--- src/rtl/upsize_pack_pipe.sv ---
// Narrow-to-wide packer: gathers RATIO beats of IN_W bits into one wide word,
// flushing early on f_last_in, and holds the result in a registered valid/ready stage.
module upsize_pack_pipe #(
   parameter int IN_W  = 32,
   parameter int RATIO = 8,
   localparam int OUT_W = IN_W * RATIO
) (
   input  logic             clk,
   input  logic             rst_n,
   input  logic             f_valid_in,
   input  logic [IN_W-1:0]  f_data_in,
   input  logic             f_last_in,
   output logic             f_ready_out,
   output logic             b_valid_out,
   output logic [OUT_W-1:0] b_data_out,
   output logic [RATIO-1:0] b_keep_out,
   output logic             b_last_out,
   input  logic             b_ready_in
);

   localparam int CNT_W = $clog2(RATIO);
   localparam int unsigned RATIO_U   = RATIO;
   localparam int unsigned LAST_LANE = RATIO - 1;

   logic [OUT_W-1:0] acc_data_q, acc_data_d;
   logic [RATIO-1:0] acc_keep_q, acc_keep_d;
   logic [CNT_W-1:0] cnt_q, cnt_d;

   logic             b_valid_q, b_valid_d;
   logic [OUT_W-1:0] b_data_q, b_data_d;
   logic [RATIO-1:0] b_keep_q, b_keep_d;
   logic             b_last_q, b_last_d;

   logic             in_fire;
   logic             out_fire;
   logic             complete;
   int unsigned      cnt_u;
   logic [OUT_W-1:0] merged_data;
   logic [RATIO-1:0] merged_keep;

   assign f_ready_out = ~b_valid_q | b_ready_in;
   assign in_fire     = f_valid_in & f_ready_out;
   assign out_fire    = b_valid_q & b_ready_in;

   assign b_valid_out = b_valid_q;
   assign b_data_out  = b_data_q;
   assign b_keep_out  = b_keep_q;
   assign b_last_out  = b_last_q;

   // Accumulator with lane cnt replaced by the incoming beat; lanes above cnt
   // are forced to zero so the same value serves as next accumulator and as
   // the flushed output word.
   always_comb begin
      cnt_u       = 32'(cnt_q);
      merged_data = '0;
      merged_keep = '0;
      for (int unsigned i = 0; i < RATIO_U; i++) begin
         if (i < cnt_u) begin
            merged_data[i*IN_W +: IN_W] = acc_data_q[i*IN_W +: IN_W];
            merged_keep[i]              = acc_keep_q[i];
         end else if (i == cnt_u) begin
            merged_data[i*IN_W +: IN_W] = f_data_in;
            merged_keep[i]              = 1'b1;
         end
      end
   end

   assign complete = in_fire & ((cnt_u == LAST_LANE) | f_last_in);

   always_comb begin
      acc_data_d = acc_data_q;
      acc_keep_d = acc_keep_q;
      cnt_d      = cnt_q;
      b_valid_d  = b_valid_q & ~out_fire;
      b_data_d   = b_data_q;
      b_keep_d   = b_keep_q;
      b_last_d   = b_last_q;

      if (complete) begin
         b_valid_d  = 1'b1;
         b_data_d   = merged_data;
         b_keep_d   = merged_keep;
         b_last_d   = f_last_in;
         acc_data_d = '0;
         acc_keep_d = '0;
         cnt_d      = '0;
      end else if (in_fire) begin
         acc_data_d = merged_data;
         acc_keep_d = merged_keep;
         cnt_d      = cnt_q + CNT_W'(1);
      end
   end

   always_ff @(posedge clk or negedge rst_n) begin
      if (!rst_n) begin
         acc_data_q <= '0;
         acc_keep_q <= '0;
         cnt_q      <= '0;
         b_valid_q  <= 1'b0;
         b_data_q   <= '0;
         b_keep_q   <= '0;
         b_last_q   <= 1'b0;
      end else begin
         acc_data_q <= acc_data_d;
         acc_keep_q <= acc_keep_d;
         cnt_q      <= cnt_d;
         b_valid_q  <= b_valid_d;
         b_data_q   <= b_data_d;
         b_keep_q   <= b_keep_d;
         b_last_q   <= b_last_d;
      end
   end

endmodule
--- config.mk ---
export PLATFORM = sky130hd
export DESIGN_NAME = upsize_pack_pipe
export DESIGN_NICKNAME = d
export VERILOG_FILES = /design/src/rtl/upsize_pack_pipe.sv
export SDC_FILE = /design/constraint.sdc
export NUM_CORES = 1
export LEC_CHECK = 0
export CORE_UTILIZATION = 55
export CTS_CLUSTER_SIZE = 10
export DETAILED_ROUTE_END_ITERATION = 10
export MAX_ROUTING_LAYER = met4
export PLACE_DENSITY = 0.88
export SLEW_MARGIN = 20
export SYNTH_ARGS = -nofsm -noshare
export SYNTH_HDL_FRONTEND = slang
export SYNTH_SLANG_ARGS = --single-unit
--- constraint.sdc ---
create_clock -name clk -period 2.4 [get_ports clk]
set_input_delay 0.48 -clock clk [delete_from_list [all_inputs] [get_ports clk]]
set_output_delay 0.48 -clock clk [all_outputs]
set_load 0.03 [all_outputs]
==> flow_metrics.env, run 1 <==
export IMPL_avgRoutedWirePerCell_um=26.5
export IMPL_ant_nets=0
export IMPL_r2r_cells=8
export IMPL_area_delta_synth_final_pct=25.2
export IMPL_dr_wl_met2_um=30400
export IMPL_finalNonFillerCells=2468
export IMPL_post_route_util_pct=69.7
export IMPL_postSynthCellCount=1740
export IMPL_syn_cell_area_um2=20900
export IMPL_htreeDepth=2
export IMPL_path_max_fanout=55
export IMPL_ir_worst_vdd_mv=0.626
export IMPL_track_usage_pct=35.1
export IMPL_vias=17777
export IMPL_vias_per_cell=7.20
export IMPL_clock_fmax_mhz=440
export IMPL_rsz0062_at_grt="false"
export IMPL_placed_cells=2401
export IMPL_status="finished, final reports clean"
export IMPL_min_path_cells=3
export IMPL_hold_end="b_data_out[157]$_DFFE_PN0P_"
export IMPL_place_congestion=0.847
export IMPL_met3WireLength_um=7490
export IMPL_antenna_found_initial=1
export IMPL_skew_ns=0.0299
export IMPL_hold_slack_ns=0.308
export IMPL_rr_startpoint="cnt_q[1]$_DFFE_PN0P_"
export IMPL_drtPass1Iterations=9
export IMPL_fin_ws_ns=0.127
export IMPL_cts_tree="yes"
export IMPL_drt_met1_wl_um=25700
export IMPL_die_x_um=197
export IMPL_num_nets_final=1990
export IMPL_ff2ff_setup_slack_ns=0.13
export IMPL_placed_cell_area_um2=24700
export IMPL_grt_pass1_wl_um=103000
export IMPL_die_area_um2=38800
export IMPL_clk_latency_ns=0.59
export IMPL_synth_top_area_cell="dfrtp_1"
export IMPL_port_buffers=303
export IMPL_start_util_pct=55.7
export IMPL_arrival_ns=2.72
export IMPL_hold_viol=0
export IMPL_critPathCaptureType="register"
export IMPL_worst_pin_slew_ns=0.725
export IMPL_max_cap_violations=0
export IMPL_grt_max_degree=128
export IMPL_cts_setup_buffers=0
export IMPL_yosysWarnings=0
export IMPL_overflow=0
export IMPL_synth_area_leaders="dfrtp_1, a22o_1, a31oi_1"
export IMPL_slew_headroom_pct=51.7
export IMPL_synth_top_area_share_pct=59.8
export IMPL_pre_cts_ws_ns=0.0633
export IMPL_die_height_um=197
export IMPL_hp_class="primary input to register"
export IMPL_yosysUniqueCellTypes=40
export IMPL_grt_pass1_vias=17488
export IMPL_seq_area_frac_synth_pct=59.8
export IMPL_clock_sinks=500
export IMPL_drc=0
export IMPL_wirelength_um=65500
export IMPL_drt_iter0_markers=2306
export IMPL_rows=71
export IMPL_cellLeakagePower_nw=11.1
export IMPL_drv_slew=0
export IMPL_syn_area_per_cell_um2=12.0
export IMPL_design_area_um2=26200
export IMPL_clock_path_buffers=3
export IMPL_final_period_utilization_pct=94.7
export IMPL_p_total_mw=24.1
export IMPL_fin_tns_setup_ns=0
export IMPL_path_class="register to register"
export IMPL_finalSetupViolCount=0
export IMPL_hpwl_um=40000
export IMPL_cts_buffers=56
export IMPL_clockRootBuffer="clkbuf_16"
export IMPL_fin_crit_ns=2.27
export IMPL_r2r_end="b_data_out[156]$_DFFE_PN0P_"
export IMPL_synth_fp_nets=1781
export IMPL_dr_max_layer_used="met4"
export IMPL_critical_path_required_ns=2.85
export IMPL_ys_seq_elements=500
export IMPL_start_kind="register"
export IMPL_drive_above_1_share_pct=11.1
export IMPL_power_density_nw_per_um2=918
export IMPL_core_area_um2=37600
export IMPL_io_pins=304
export IMPL_min_from="f_valid_in"
export IMPL_clk_pin_slew_ns=0.06
==> cell families (layout without fill, tap and decap cells) <==
kind of cell	count (synthesis)	in the layout	share of synthesized area (%)
AO/OA/AOI/OAI	900	900	31.5
adder cells (fa/ha/maj)	4	4	0.239
buffers and inverters	268	484	5.43
flip-flops	500	500	59.8
multiplexers	35	35	1.87
other	0	1	0
AND/OR/NAND/NOR	33	33	1.18
==> sequential cells by signal, indices dropped and copies added (netlist names) <==
signal / cells
b_data_out: 256
acc_data_q: 224
b_keep_out: 8
acc_keep_q: 7
cnt_q: 3
b_last_out: 1
b_valid_out: 1
==> per-layer routing <==
metal	global-route usage, %	up-vias
met5	-	-
met3	8.20	158
li1	-	7267
met1	48.7	9042
met2	51.4	1310
met4	10.9	0
==> timing repair <==
| action | in CTS | in global routing |
|---|---|---|
| hold buffers | 1 | 0 |
| endpoints found under the hold margin | 37 | 0 |
| resized for setup | 0 | 0 |
==> worst max path at each step <==
stage / start / endpoint / depth (start not counted)
CTS: cnt_q[1]$_DFFE_PN0P_ / b_data_out[171]$_DFFE_PN0P_ / 8
global placement: b_ready_in / acc_data_q[8]$_DFFE_PN0P_ / 7
detailed placement: f_last_in / b_data_out[171]$_DFFE_PN0P_ / 7
global route: cnt_q[1]$_DFFE_PN0P_ / b_data_out[156]$_DFFE_PN0P_ / 8
finish: cnt_q[1]$_DFFE_PN0P_ / b_data_out[156]$_DFFE_PN0P_ / 8
floorplan: cnt_q[1]$_DFFE_PN0P_ / acc_data_q[89]$_DFFE_PN0P_ / 8
==> placed cells by master, fill, tap and decap left out, types with 2 or more instances in the layout <==
cell               n
nand3_1            2
buf_4             79
clkbuf_16         57
and3_1             2
nor3_1             2
mux2i_1            2
clkdlybuf4s50_1  300
clkbuf_8           2
and4_1             4
a22o_1           196
o21ai_0            6
inv_1              7
and3b_1            2
buf_12            29
a21oi_1          199
and2_1             3
inv_6              3
o21a_1             3
mux2_2            33
a32o_1            96
nand4_1            3
nor3_4             2
ha_1               4
a21o_1             4
a22oi_1          129
dfrtp_1          499
clkbuf_1           3
a32oi_1           64
a31oi_1          196
a211o_1            5
nor2_1             2
==> synth_stat cells <==
cell type and n:
or2_1 1, a21oi_1 199, a32o_1 96, buf_1 3, nand3_1 2, buf_2 66, a211o_1 5, mux2_2 33
nand2_1 2, and3b_1 2, and4_1 4, nor4b_4 1, buf_6 6, nor3_4 1, clkbuf_2 1, nor3b_1 1
dfrtp_1 500, nor3_1 2, a21o_1 4, and3_1 2, a31oi_1 196, a211o_4 1, or2_2 1, o21ai_0 6
o21a_1 3, and2_1 4, nand4_1 3, mux2i_1 2, nor3_2 1, o211ai_1 1, nor2b_1 2, nor2_1 2
nor4bb_1 1, inv_1 8, a22o_1 196, a32oi_1 64, a22oi_1 129, clkbuf_1 184, ha_1 4, or3_4 1
==> worst max-delay path, cell delays in order, from the launching register on <==
cell	delay (ns)
dfrtp_1	0.48
ha_1	0.21
ha_1	0.22
nor2_1	0.07
buf_4	0.19
nor3_4	0.19
buf_12	0.30
buf_12	0.30
a21oi_1	0.14
==> final cells by class <==
class | count | area (µm²)
Inverter | 8 | 35.0
Sequential cell | 500 | 12500
Clock inverter | 3 | 22.5
Clock buffer | 62 | 1470
Tap cell | 511 | 639
Multi-Input combinational cell | 972 | 7300
Fill cell | 2522 | 11400
Timing Repair Buffer | 411 | 4210
Antenna cell | 1 | 2.50
==> power by group <==
group | switching, mW | leakage (nW) | internal [mW] | total [mW]
clock network | 3.15 | 0.733 | 4.23 | 7.38
registers | 0.729 | 6.53 | 9.44 | 10.2
logic | 4.06 | 3.82 | 2.44 | 6.50
total | 7.94 | 11.1 | 16.1 | 24.1
Power figures use the tool's default switching activity.
==> run 2, diff against run 1 <==
--- a/config.mk
+++ b/config.mk
@@ -5,6 +5,7 @@
 export SDC_FILE = /design/constraint.sdc
 export NUM_CORES = 1
 export LEC_CHECK = 0
+export CAP_MARGIN = 20
 export CORE_UTILIZATION = 55
 export CTS_CLUSTER_SIZE = 10
 export DETAILED_ROUTE_END_ITERATION = 10
==> results of run 2 <==
Final layout, timing and power as in run 1 (identical DEF).
